$ cat config.mk
export PLATFORM = sky130hd
export DESIGN_NAME = caravan_signal_gen
export DESIGN_NICKNAME = d
export VERILOG_FILES = /design/src/rtl/caravan_signal_gen.sv
export SDC_FILE = /design/constraint.sdc
export NUM_CORES = 1
export LEC_CHECK = 0
export CAP_MARGIN = 20
export CORE_MARGIN = 5
export CORE_UTILIZATION = 41
export DETAILED_ROUTE_END_ITERATION = 12
export HOLD_SLACK_MARGIN = 0.05
export PLACE_DENSITY = 0.7
export RECOVER_POWER = 25
export SLEW_MARGIN = 20
export SYNTH_ARGS = -nofsm -noshare
export SYNTH_HDL_FRONTEND = slang
export SYNTH_SLANG_ARGS = --single-unit
$ cat constraint.sdc
create_clock -name clock -period 3.35 [get_ports clock]
set_clock_uncertainty 0.05 [all_clocks]
set_input_delay 0.67 -clock clock [delete_from_list [all_inputs] [get_ports clock]]
set_output_delay 0.67 -clock clock [all_outputs]
set_load 0.02 [all_outputs]
$ cat src/rtl/caravan_signal_gen.sv
// Wishbone-programmable pattern generator driving five user pads.
// Prescaled up/down/walking-one sequencer with a saturating wrap counter.
module caravan_signal_gen #(
  parameter logic [15:0] DIV_DEFAULT  = 16'd3,
  parameter logic [2:0]  CTRL_DEFAULT = 3'b001
) (
  input  logic        clock,
  input  logic        resetb,
  input  logic        i_test,
  input  logic        wbs_cyc_i,
  input  logic        wbs_stb_i,
  input  logic        wbs_we_i,
  input  logic [3:0]  wbs_sel_i,
  input  logic [31:0] wbs_adr_i,
  input  logic [31:0] wbs_dat_i,
  output logic [31:0] wbs_dat_o,
  output logic        wbs_ack_o,
  output logic [4:0]  o_result,
  output logic [4:0]  io_oeb
);

  localparam int unsigned RES_W  = 5;
  localparam int unsigned DIV_W  = 16;
  localparam int unsigned WRAP_W = 8;
  localparam int unsigned DATA_W = 32;
  localparam logic [DATA_W-1:0] ID_VALUE = 32'h5347_0001;

  typedef enum logic [1:0] {
    ADR_CTRL   = 2'd0,
    ADR_DIV    = 2'd1,
    ADR_STATUS = 2'd2,
    ADR_ID     = 2'd3
  } adr_e;

  typedef enum logic [1:0] {
    MODE_UP     = 2'b00,
    MODE_DOWN   = 2'b01,
    MODE_WALK   = 2'b10,
    MODE_UP_ALT = 2'b11
  } mode_e;

  logic [1:0]        sync_q;
  logic [2:0]        ctrl_q;
  logic [DIV_W-1:0]  div_q;
  logic [DIV_W-1:0]  presc_q;
  logic [WRAP_W-1:0] wrap_q;

  logic              req_c, wr_c, wr_ctrl_c, wr_div_c, wr_blk_c, mode_chg_c;
  logic              run_c, tick_c, wrap_inc_c;
  logic [RES_W-1:0]  res_nxt_c;
  logic [DIV_W-1:0]  div_nxt_c;
  logic [DATA_W-1:0] rd_mux_c;
  adr_e              adr_c;
  mode_e             mode_c;
  logic              unused_c;

  assign io_oeb   = '0;
  assign unused_c = ^{wbs_adr_i[31:4], wbs_adr_i[1:0], wbs_dat_i[31:16], wbs_sel_i[3:2]};

  // Bus decode: a request is accepted only when no ack is outstanding
  assign adr_c      = adr_e'(wbs_adr_i[3:2]);
  assign req_c      = wbs_cyc_i & wbs_stb_i & ~wbs_ack_o;
  assign wr_c       = req_c & wbs_we_i;
  assign wr_ctrl_c  = wr_c & (adr_c == ADR_CTRL) & wbs_sel_i[0];
  assign wr_div_c   = wr_c & (adr_c == ADR_DIV);
  assign wr_blk_c   = wr_ctrl_c | wr_div_c;
  assign mode_chg_c = wr_ctrl_c & (wbs_dat_i[2:1] != ctrl_q[2:1]);
  assign div_nxt_c  = {wbs_sel_i[1] ? wbs_dat_i[15:8] : div_q[15:8],
                       wbs_sel_i[0] ? wbs_dat_i[7:0]  : div_q[7:0]};

  assign mode_c = mode_e'(ctrl_q[2:1]);
  assign run_c  = sync_q[1] & ctrl_q[0];
  assign tick_c = run_c & (presc_q == div_q);

  // Next pattern value and wrap detection for the current mode
  always_comb begin
    res_nxt_c  = o_result;
    wrap_inc_c = 1'b0;
    case (mode_c)
      MODE_DOWN: begin
        res_nxt_c  = o_result - RES_W'(1);
        wrap_inc_c = (o_result == '0);
      end
      MODE_WALK: begin
        if ((o_result != '0) && ((o_result & (o_result - RES_W'(1))) == '0)) begin
          res_nxt_c  = {o_result[RES_W-2:0], o_result[RES_W-1]};
          wrap_inc_c = o_result[RES_W-1];
        end else begin
          res_nxt_c = RES_W'(1);
        end
      end
      default: begin
        res_nxt_c  = o_result + RES_W'(1);
        wrap_inc_c = &o_result;
      end
    endcase
  end

  always_comb begin
    rd_mux_c = '0;
    case (adr_c)
      ADR_CTRL:   rd_mux_c = DATA_W'(ctrl_q);
      ADR_DIV:    rd_mux_c = DATA_W'(div_q);
      ADR_STATUS: rd_mux_c = DATA_W'({wrap_q, 2'b00, run_c, o_result});
      default:    rd_mux_c = ID_VALUE;
    endcase
  end

  always_ff @(posedge clock or negedge resetb) begin
    if (!resetb) begin
      sync_q    <= '0;
      ctrl_q    <= CTRL_DEFAULT;
      div_q     <= DIV_DEFAULT;
      presc_q   <= '0;
      wrap_q    <= '0;
      o_result  <= '0;
      wbs_ack_o <= 1'b0;
      wbs_dat_o <= '0;
    end else begin
      sync_q    <= {sync_q[0], i_test};
      wbs_ack_o <= req_c;
      wbs_dat_o <= req_c ? rd_mux_c : '0;

      if (wr_ctrl_c) ctrl_q <= wbs_dat_i[2:0];
      if (wr_div_c)  div_q  <= div_nxt_c;

      if (mode_chg_c || wr_div_c) presc_q <= '0;
      else if (run_c)             presc_q <= tick_c ? '0 : presc_q + DIV_W'(1);

      // A committed register write takes priority over a coincident tick
      if (mode_chg_c)
        o_result <= (wbs_dat_i[2:1] == MODE_WALK) ? RES_W'(1) : '0;
      else if (tick_c && !wr_blk_c)
        o_result <= res_nxt_c;

      if (wr_ctrl_c && wbs_dat_i[3])
        wrap_q <= '0;
      else if (tick_c && !wr_blk_c && wrap_inc_c && (wrap_q != '1))
        wrap_q <= wrap_q + WRAP_W'(1);
    end
  end

endmodule

======== Word-level counts from Yosys, hierarchy flattened ========
Cells that the tools add are included.
word-level totals
  register bits after elaboration ......... 83
  input bits .............................. 74
  output and inout bits ................... 43
  word-level logic and storage cells ...... 64
cells by class
  mux-type cells .......................... 14
  add/sub/neg operators ................... 4
  bitwise gates (word level) .............. 12
  reduce and logical (&&, ||, !) cells .... 17
  equal/unequal tests ..................... 8
operators with widths
  kind                     count
  $pmux W31 S3             1
  $mux W16                 3
  $mux W32                 1
  $add A16 B1 Y16 const B  1
  $eq A16 B16 Y1           1
  $mux W8                  2
  $mux W5                  3
  $logic_not A5 Y1         2
  $pmux W5 S2              1
  $and A1 B1 Y1            9
  $add A8 B1 Y8 const B    1
  $ne A8 B8 Y1 const B     1
  $eq A2 B2 Y1 const B     3
  $reduce_bool A2 Y1       3
  $add A5 B1 Y5 const B    1
  $and A5 B5 Y5            1
  $logic_and A1 B1 Y1      5
  $reduce_and A5 Y1        1
  $reduce_bool A5 Y1       1
  $sub A5 B1 Y5 const B    1
  $eq A2 B1 Y1 const B     2
  $reduce_and A2 Y1        2
  $logic_not A2 Y1         1
  $mux W1                  2
  6 further kinds          6

======== Longest topological paths before layout ========
Gate-level depths: netlist of run 1.
  word-level depth ........................ 12
  gate-level depth with buffers ........... 12

======== Worst setup path after synthesis of run 1 ========
OpenSTA, ideal clock, no wires.
  path kind ............................... reg2reg
  start ................................... reg o_result[0]
  end ..................................... reg wrap_q[4]
  stages on the path, launching flop included .. 13
  slack ................................... 594 ps
  path buffers ............................ 1
  arrival time ............................ 2585 ps
  path through ............................ dfrtp_1 > inv_1 > ha_1 > nor3b_1 > inv_1 > ha_1 > nor4_1 > a32o_1 > o21ai_0 > nor4_1 > buf_2 > a21oi_1 > a31o_2
between the ends
  longest elaborated chain between the ends .. 9
RTL lines
  what                                  line  RTL
  from (decl)                           18    output logic [4:0] o_result,
  from (signal assigned)                132   o_result <= (wbs_dat_i[2:1] == MODE_WALK) ? RES_W'(1) : '0;
  from (signal assigned)                134   o_result <= res_nxt_c;
  $sub A5 B1 Y5                         85    if ((o_result != '0) && ((o_result & (o_result - RES_W'(1))) == '0)) begin
  $and A5 B5 Y5                         85
  $logic_not A5 Y1                      85
  $logic_and A1 B1 Y1                   85
  $mux W1                               85
  $pmux W1 S2 (*)                       79    case (mode_c)
  $logic_and A1 B1 Y1 (*) (2 in a row)  138   else if (tick_c && !wr_blk_c && wrap_inc_c && (wrap_q != '1))
  $reduce_bool A2 Y1 (no line) (*)      --
  to (signal assigned)                  139   wrap_q <= wrap_q + WRAP_W'(1);
  to (decl)                             46    logic [WRAP_W-1:0] wrap_q;
Every way passes the cells marked *; elsewhere a longest branch is shown, timed or not.
A chain may end at the register's enable or synchronous reset.

======== Worst setup path in the final report of run 1 ========
  start ................................... reg o_result[0]
  end ..................................... reg wrap_q[2]
The elaborated chain is that of the path after synthesis.

==> impl_metrics.yaml, run 1 <==
status:
  status: "finished, violations left"
  failed_checks: "max-capacitance violations, max-slew violations"
cells_and_area:
  final_cells: 530
  multi_input_area_um2: 1730
  seqCellArea_um2: 1710
  drive_gt1_frac: 0.128
  area_growth_syn_to_layout_pct: 21.0
  antenna_cells: 0
  nFillCells: 776
  fin_nets: 501
detailed_routing:
  via_per_inst: 5.39
  wl_mm: 8.55
  vias: 2859
  wire_per_inst_um: 16.1
  drtIter0Drc: 175
  drcViolationCount: 0
  drtAntennaViolNets: 0
  dr.pass1.iters: 4
clocking:
  cts_resized: 0
  cts.sinks: 68
  htreeDepth: 3
  cts_buffer_depth: 2
  clk_pin_slew_ns: 0.07
  cts_root_buffer: "clkbuf_8"
  clock_latency_ns: 0.35
  cts_tree: "built"
  cts_setup_buffers: 0
  numCtsBuffers: 9
  hold_buffers: 0
place:
  placed_cells: 514
  place.gp.congestion: 0.888
  io_buffers: 55
  dp_hpwl_mm: 6.45
sta:
  tightest_slew_ns: 1.83
  timing.fmax_mhz: 330
  period_needed_ns: 3.03
  slew_viol_final: 36
  setup_tns_ns: 0
  slew_headroom: -0.219
  rsz0062_at_grt: "no"
  fin_crit_sh: 0.904
  setup-violations-final: 0
  finalHoldViolCount: 0
  whs_ns: 0.300
global_routing:
  grt_pass1_vias: 2845
  grt_usage: 0.161
  grt.overflow.total: 0
  antenna_found_initial: 0
  grt_first_pass_wirelength_mm: 14.3
  grt_max_degree: 36
floorplanning:
  coreArea_um2: 8720
  chipWidth_um: 104
  die_h_um: 104
  io_pins: 117
  die_area_um2: 10900
  start_util: 0.419
  num_rows: 34
power_and_ir_drop:
  p_per_area_nw_per_um2: 511
  peakVddDrop_mv: 0.218
  p_leak_nw: 2.00
  power.total_mw: 2.26
setup_path:
  critPathTopFamily: "simple AND/OR/NAND/NOR gates"
  crit_required_ns: 3.54
  crit_chain: "inv_1, ha_1, nor3b_1, inv_1, ha_1, nor4_1, a32o_1, o21ai_0, nor4_1, buf_4, a21oi_1, a31o_2"
  slowest_stage: "dfrtp_1"
  cpPeakStageDelay_ns: 0.46
  cp-end-kind: "flop"
  path_class: "reg2reg"
  worstPathArrival_ns: 3.22
  critPathBufInv: 3
  startpoint_type: "flop"
  critPathMaxFanout: 11
yosys:
  seq_area_frac_synth: 0.467
  ys_ff_latch: 68
  ys_warn_count: 0
  synth_edf_count: 0
  synthCells: 359
  synth_area_um2: 3650
  yosysTopAreaCellShare: 0.445
  synth-main-ff-cell: "dfrtp_1"
  yosys-top-cells-area: "dfrtp_1 (45%), mux2_2 (5.5%), buf_4 (4.1%), nor2_1 (3.8%), ha_1 (3.4%)"
  synth_top_cell_by_area: "dfrtp_1"
  synthArstFlopShare: 1.00
  yosysMostFrequentCell: "dfrtp_1"
  synth.avg_cell_area_um2: 10.2
  ys_types: 55
  synth_commonest_cells: "dfrtp_1 (65), nor2_1 (37), nand2_1 (23)"
flow_run:
  drv_cap: 1
hold_path:
  hp-class: "reg2reg"
==> flip-flops by register name (all words and copies together), names as in the netlist <==
signal	count
ctrl_q	3
div_q	16
o_result	5
presc_q	16
sync_q	2
wbs_ack_o	1
wbs_dat_o	17
wrap_q	8
==> final timing paths <==
path	endpoint	startpoint	slack (ns)	cells past startpoint
hold / removal	sync_q[1]$_DFF_PN0_	sync_q[0]$_DFF_PN0_	0.30	0
max in group asynchronous	ctrl_q[1]$_DFFE_PN0P_	resetb	0.83	2
min in group asynchronous	div_q[13]$_DFFE_PN0P_	resetb	0.76	1
hold reg to reg	sync_q[1]$_DFF_PN0_	sync_q[0]$_DFF_PN0_	0.30	0
setup reg to reg	wrap_q[2]$_DFFE_PN0P_	o_result[0]$_DFFE_PN0P_	0.32	12
setup / recovery	wrap_q[2]$_DFFE_PN0P_	o_result[0]$_DFFE_PN0P_	0.32	12
==> kinds of logic (layout without fill, tap and decap cells) <==
kind of cell / after synthesis / in the layout / share of synthesized area
DFF: 68 / 68 / 0.467
adders and majority gates: 10 / 10 / 0.0342
muxes: 26 / 26 / 0.0774
buffers and inverters: 46 / 97 / 0.0726
other: 1 / 13 / 0.00103
and+or+nand+nor: 121 / 121 / 0.171
AOI/OAI and AO/OA: 60 / 60 / 0.113
xor gates and xnor gates: 27 / 27 / 0.0647
==> per-layer routing <==
| metal | routed length [um] | GRT usage |
|---|---|---|
| met4 | 238 | 0.0805 |
| met5 | 0 | 0 |
| met1 | 3640 | 0.200 |
| met3 | 451 | 0.0385 |
| met2 | 4220 | 0.262 |
==> power breakdown <==
| group | total [mW] | switching (mW) | internal (mW) |
|---|---|---|---|
| sequential | 1.04 | 0.126 | 0.915 |
| combinational | 0.576 | 0.308 | 0.268 |
| clock | 0.642 | 0.300 | 0.343 |
==> layout make-up <==
type,instances,share of cell area
Multi-Input combinational cell,257,0.391
Sequential cell,68,0.386
Timing Repair Buffer,64,0.138
Clock buffer,13,0.0314
Tap cell,108,0.0306
Inverter,17,0.0144
Clock inverter,3,0.00905
==> metrics by stage <==
step,instance area (um^2),utilization,setup WS (ns)
final,4420,0.507,0.322
after global routing,4420,0.507,0.0708
after CTS,4440,0.509,0.338
after detailed placement,4260,0.488,0.350
after global placement,4260,0.488,0.407
after floorplan,3700,-,0.594
==> worst register-to-register path, stage by stage, from the launching register on <==
cell     delay [ns]
dfrtp_1        0.46
inv_1          0.13
ha_1           0.18
nor3b_1        0.27
inv_1          0.14
ha_1           0.20
nor4_1         0.38
a32o_1         0.26
o21ai_0        0.09
nor4_1         0.24
buf_4          0.22
a21oi_1        0.09
a31o_2         0.22
==> layout by cell type, fill, tap and decap left out, types with 3 or more instances in the layout <==
master / netlist / routed
nor2_1: 37 / 37
clkbuf_1: 4 / 5
buf_4: 20 / 8
nand4_1: 7 / 7
a31o_2: 3 / 3
a21oi_1: 11 / 11
nand2_1: 23 / 23
clkdlybuf4s50_1: 0 / 53
xor2_1: 13 / 13
o21ai_0: 11 / 11
conb_1: 1 / 13
nand3b_1: 3 / 3
nor4_1: 5 / 5
ha_1: 10 / 10
mux2_2: 18 / 18
a211oi_1: 4 / 4
mux2i_1: 8 / 8
dfrtp_1: 65 / 65
nor2b_1: 3 / 3
clkbuf_8: 0 / 9
inv_1: 17 / 17
a22oi_1: 11 / 11
nand2b_1: 3 / 3
nand3_1: 14 / 14
xnor2_1: 14 / 14
dfstp_2: 3 / 3
and3_1: 10 / 10
Power figures use the tool's default switching activity.
==> run 2: changes to the inputs <==
--- a/config.mk
+++ b/config.mk
@@ -10,7 +10,7 @@
 export CORE_UTILIZATION = 41
 export DETAILED_ROUTE_END_ITERATION = 12
 export HOLD_SLACK_MARGIN = 0.05
-export PLACE_DENSITY = 0.7
+export PLACE_DENSITY_LB_ADDON = 0.12
 export RECOVER_POWER = 25
 export SLEW_MARGIN = 20
 export SYNTH_ARGS = -nofsm -noshare
==> run 2 against run 1 <==
  * The run still ends with max-capacitance violations, max-slew violations left
  * Cell area grew 0.76%
  * Clock power up 0.9%
  * Flip-flop and latch count stayed put
  * Sequential power barely moved
  * Critical path depth unchanged
  * Final cell count up 0.57%
  * Non-clock buffer count grew 3
  * Wire length is 3.2% lower
  * First-iteration DRC count fell by 40%
  * Largest power group unchanged
==> impl_metrics.yaml, run 2 (synthesis gave the netlist of run 1 again) <==
setup_path:
  r2r-end: "wrap_q[3]$_DFFE_PN0P_"
  crit_chain: "inv_1, ha_1, nor3b_1, inv_1, ha_1, nor4_2, a32o_1, o21ai_0, nor4_1, buf_4, a21oi_1, a31o_2"
  r2r-start: "o_result[0]$_DFFE_PN0P_"
  startpoint_type: "flop"
  slowest_stage: "dfrtp_1"
  critPathBufInv: 3
  cpPeakStageDelay_ns: 0.45
  critPathMaxFanout: 11
  worstPathArrival_ns: 3.11
  reg2reg_depth: 12
  critPathTopFamily: "simple AND/OR/NAND/NOR gates"
  cp-end-kind: "flop"
  crit_required_ns: 3.53
  crit_start: "o_result[0]$_DFFE_PN0P_"
  rrSetupSlack_ns: 0.43
  path_class: "reg2reg"
clocking:
  cts_root_buffer: "clkbuf_8"
  cts_buffer_depth: 2
  clock_latency_ns: 0.34
  numCtsBuffers: 9
  cts_tree: "built"
  hold_buffers: 0
  clk_pin_slew_ns: 0.07
  cts.sinks: 68
  htreeDepth: 3
sta:
  fin_crit_sh: 0.873
  rsz0062_at_grt: "no"
  slew_headroom: -0.162
  period_needed_ns: 2.92
  tightest_slew_ns: 1.74
  finalHoldViolCount: 0
  setup-violations-final: 0
  timing.fmax_mhz: 342
  setup_tns_ns: 0
  whs_ns: 0.310
  slew_viol_final: 34
cells_and_area:
  layout_commonest_cell: "dfrtp_1"
  top_register: "wbs_dat_o"
  fin_nets: 504
  final_cell_mix: "dfrtp_1 (65), clkdlybuf4s50_1 (53), nor2_1 (37)"
  drive_gt1_frac: 0.141
  largest_reg_flops: 17
  antenna_cells: 0
  design_area_um2: 4460
  final_cells: 533
  area_growth_syn_to_layout_pct: 21.9
  top_regs: "wbs_dat_o (17), div_q (16), presc_q (16)"
detailed_routing:
  wire_per_inst_um: 15.5
  vias: 2782
  wl_mm: 8.28
  dr.pass1.iters: 4
  via_per_inst: 5.22
  drtAntennaViolNets: 0
  drcViolationCount: 0
  drtIter0Drc: 105
floorplanning:
  io_pins: 117
  die_area_um2: 10900
  num_rows: 34
  die_h_um: 104
  start_util: 0.419
  coreArea_um2: 8720
  chipWidth_um: 104
place:
  io_buffers: 55
  place.gp.congestion: 0.860
  dp_hpwl_mm: 6.29
  postPlaceCellArea_um2: 4280
  placed_cells: 517
power_and_ir_drop:
  peakVddDrop_mv: 0.203
  p_leak_nw: 2.02
  p_per_area_nw_per_um2: 507
global_routing:
  grt_max_degree: 37
  grt.overflow.total: 0
  grt_pass1_vias: 2688
  grt_usage: 0.158
  grt_first_pass_wirelength_mm: 13.9
  antenna_found_initial: 0
hold_path:
  whs_path_depth: 0
  hp-class: "reg2reg"
  min_to: "sync_q[1]$_DFF_PN0_"
  min-delay-start: "sync_q[0]$_DFF_PN0_"
flow_run:
  drv_cap: 1
status:
  failed_checks: "max-capacitance violations, max-slew violations"
  status: "finished, violations left"
[run 2: how the worst max path moves through the flow]
| stage | endpoint | slack, ns | cells past startpoint |
|---|---|---|---|
| 6_report | wrap_q[3]$_DFFE_PN0P_ | 0.43 | 12 |
| 5_1_grt | wrap_q[5]$_DFFE_PN0P_ | 0.08 | 12 |
| 3_5_place_dp | wrap_q[4]$_DFFE_PN0P_ | 0.33 | 12 |
| 2_1_floorplan | wrap_q[4]$_DFFE_PN0P_ | 0.59 | 12 |
| 3_3_place_gp | wrap_q[4]$_DFFE_PN0P_ | 0.30 | 12 |
| 4_1_cts | wrap_q[3]$_DFFE_PN0P_ | 0.32 | 12 |
[run 2: power breakdown]
group / leakage, nW / internal (mW) / switching [mW]
Sequential: 0.903 / 0.914 / 0.124
Combinational: 1.03 / 0.271 / 0.299
Clock: 0.0931 / 0.340 / 0.308
[run 2: what timing repair did]
action / CTS / global route
gates resized for setup: 0 / 1
endpoints found under the setup margin: 0 / 7
setup buffers: 0 / 0
[run 2: stage by stage]
step,setup WS [ns],power (mW),utilization
global route,0.0769,2.41,0.511
floorplan,0.594,1.43,-
CTS,0.318,2.28,0.512
finish,0.426,2.26,0.511
global placement,0.304,1.62,0.491
detailed placement,0.335,1.63,0.491
[run 2: final cells by class]
| class | count | area (um^2) |
|---|---|---|
| inverters | 17 | 63.8 |
| clock buffers | 11 | 131 |
| repair buffers | 67 | 632 |
| flip-flops and latches | 68 | 1710 |
| clock inverters | 5 | 52.6 |
| well taps | 108 | 135 |
| multi-input cells | 257 | 1740 |
| fillers | 831 | 4270 |
[run 2: per-layer routing]
metal | track usage | wire, um
met4 | 0.0601 | 141
met3 | 0.0391 | 380
met5 | 0 | 0
met2 | 0.247 | 3970
met1 | 0.211 | 3780
==> run 3: changes to the inputs <==
--- a/config.mk
+++ b/config.mk
@@ -8,8 +8,10 @@
 export CAP_MARGIN = 20
 export CORE_MARGIN = 5
 export CORE_UTILIZATION = 41
+export CTS_CLUSTER_SIZE = 10
 export DETAILED_ROUTE_END_ITERATION = 12
 export HOLD_SLACK_MARGIN = 0.05
+export MAX_ROUTING_LAYER = met4
 export PLACE_DENSITY_LB_ADDON = 0.12
 export RECOVER_POWER = 25
 export SLEW_MARGIN = 20
==> run 3 against run 2 <==
  * The run still ends with max-capacitance violations, max-slew violations left
  * Clock power is essentially flat
  * First-iteration DRC count shrank 2.9%
  * Core utilization did not move
  * Cell area did not move
  * Power about the same
  * Flip-flop and latch count did not move
  * Sequential power about the same
  * Critical path type unchanged
  * Largest cell class unchanged
  * Highest routed layer unchanged
==> impl_metrics.yaml, run 3 (synthesis gave the netlist of run 1 again) <==
status:
  status: "finished, violations left"
  failed_checks: "max-capacitance violations, max-slew violations"
global_routing:
  grt_first_pass_wirelength_mm: 13.8
  grt.overflow.total: 0
  grt_usage: 0.162
  grt_max_degree: 37
  antenna_found_initial: 0
  grt_pass1_vias: 2706
place:
  dp_hpwl_mm: 6.29
  place.gp.congestion: 0.874
  io_buffers: 55
cells_and_area:
  top_regs: "wbs_dat_o (17), div_q (16), presc_q (16)"
  area_growth_syn_to_layout_pct: 21.9
  final_cell_mix: "dfrtp_1 (65), clkdlybuf4s50_1 (53), nor2_1 (37)"
  fin_util: 0.511
  seqCellArea_um2: 1710
  top_register: "wbs_dat_o"
  layout_commonest_cell: "dfrtp_1"
  largest_reg_flops: 17
  multi_input_area_um2: 1740
  fin_nets: 504
  nFillCells: 831
  antenna_cells: 0
  drive_gt1_frac: 0.141
detailed_routing:
  wire_per_inst_um: 15.5
  dr.pass1.iters: 4
  wl_mm: 8.26
  drtAntennaViolNets: 0
  via_per_inst: 5.21
  drcViolationCount: 0
  drtIter0Drc: 102
  vias: 2775
clocking:
  htreeDepth: 3
  numCtsBuffers: 9
  cts.sinks: 68
  hold_buffers: 0
  cts_buffer_depth: 2
  cts_tree: "built"
  clk_pin_slew_ns: 0.07
  clock_latency_ns: 0.34
  cts_root_buffer: "clkbuf_8"
setup_path:
  worstPathArrival_ns: 3.09
  rrSetupSlack_ns: 0.43
  critPathMaxFanout: 11
  path_class: "reg2reg"
  startpoint_type: "flop"
  cp-end-kind: "flop"
  r2r-end: "wrap_q[3]$_DFFE_PN0P_"
  r2r-start: "o_result[0]$_DFFE_PN0P_"
  crit_required_ns: 3.53
  reg2reg_depth: 12
sta:
  slew_headroom: -0.163
  slew_viol_final: 34
  fin_crit_sh: 0.870
  setup_tns_ns: 0
  rsz0062_at_grt: "no"
  period_needed_ns: 2.92
  tightest_slew_ns: 1.74
  finalHoldViolCount: 0
  timing.fmax_mhz: 343
  setup-violations-final: 0
floorplanning:
  start_util: 0.419
  die_h_um: 104
  num_rows: 34
  die_area_um2: 10900
  chipWidth_um: 104
  io_pins: 117
  coreArea_um2: 8720
power_and_ir_drop:
  p_leak_nw: 2.02
  power.total_mw: 2.25
  p_per_area_nw_per_um2: 506
  peakVddDrop_mv: 0.203
hold_path:
  hp-class: "reg2reg"
  min-delay-start: "sync_q[0]$_DFF_PN0_"
  min_to: "sync_q[1]$_DFF_PN0_"
  whs_path_depth: 0
flow_run:
  drv_cap: 1
-- run 3: cell counts in the layout (fill, tap and decap cells not counted) --
No cell type changed its count.
-- run 3: layout make-up --
type,count,share of cell area
flip-flops and latches,68,0.383
inverters,17,0.0143
clock inverters,5,0.0118
clock buffers,11,0.0295
repair buffers,67,0.142
multi-input cells,257,0.389
well taps,108,0.0303
-- run 3: how the worst max path moves through the flow --
stage / from / to / cells past startpoint
floorplan: o_result[0]$_DFFE_PN0P_ / wrap_q[4]$_DFFE_PN0P_ / 12
global placement: o_result[0]$_DFFE_PN0P_ / wrap_q[4]$_DFFE_PN0P_ / 12
detailed placement: o_result[0]$_DFFE_PN0P_ / wrap_q[4]$_DFFE_PN0P_ / 12
CTS: o_result[0]$_DFFE_PN0P_ / wrap_q[3]$_DFFE_PN0P_ / 12
global route: o_result[0]$_DFFE_PN0P_ / wrap_q[5]$_DFFE_PN0P_ / 12
finish: o_result[0]$_DFFE_PN0P_ / wrap_q[3]$_DFFE_PN0P_ / 12
-- run 3: metal layers --
| layer | wire (um) | track usage |
|---|---|---|
| met1 | 3710 | 0.210 |
| met4 | 177 | 0.0657 |
| met3 | 388 | 0.0335 |
| met5 | 0 | - |
| met2 | 3980 | 0.246 |
-- run 3: repair_timing --
action / CTS / global route
gates resized for setup: 0 / 1
endpoints found under the setup margin: 0 / 7
buffers inserted: 0 / 0
-- run 3: critical path, cell delays in order (launching register included) --
cell     delay (ns)
dfrtp_1        0.45
inv_1          0.13
ha_1           0.18
nor3b_1        0.29
inv_1          0.14
ha_1           0.22
nor4_2         0.26
a32o_1         0.23
o21ai_0        0.08
nor4_1         0.24
buf_4          0.23
a21oi_1        0.08
a31o_2         0.21
-- run 3: where the power goes --
part / switching (mW) / internal [mW]
combinational: 0.300 / 0.271
sequential: 0.123 / 0.914
clock: 0.305 / 0.340
-- run 3: per-stage QoR --
| step | cell area, um^2 | hold WS [ns] | setup slack [ns] | std cells |
|---|---|---|---|---|
| 2_1_floorplan | 3700 | 0.281 | 0.594 | 371 |
| 3_3_place_gp | 4280 | 0.284 | 0.304 | 517 |
| 3_5_place_dp | 4280 | 0.293 | 0.335 | 517 |
| 4_1_cts | 4470 | 0.315 | 0.318 | 533 |
| 5_1_grt | 4460 | 0.334 | 0.0770 | 533 |
| 6_report | 4460 | 0.310 | 0.435 | 533 |
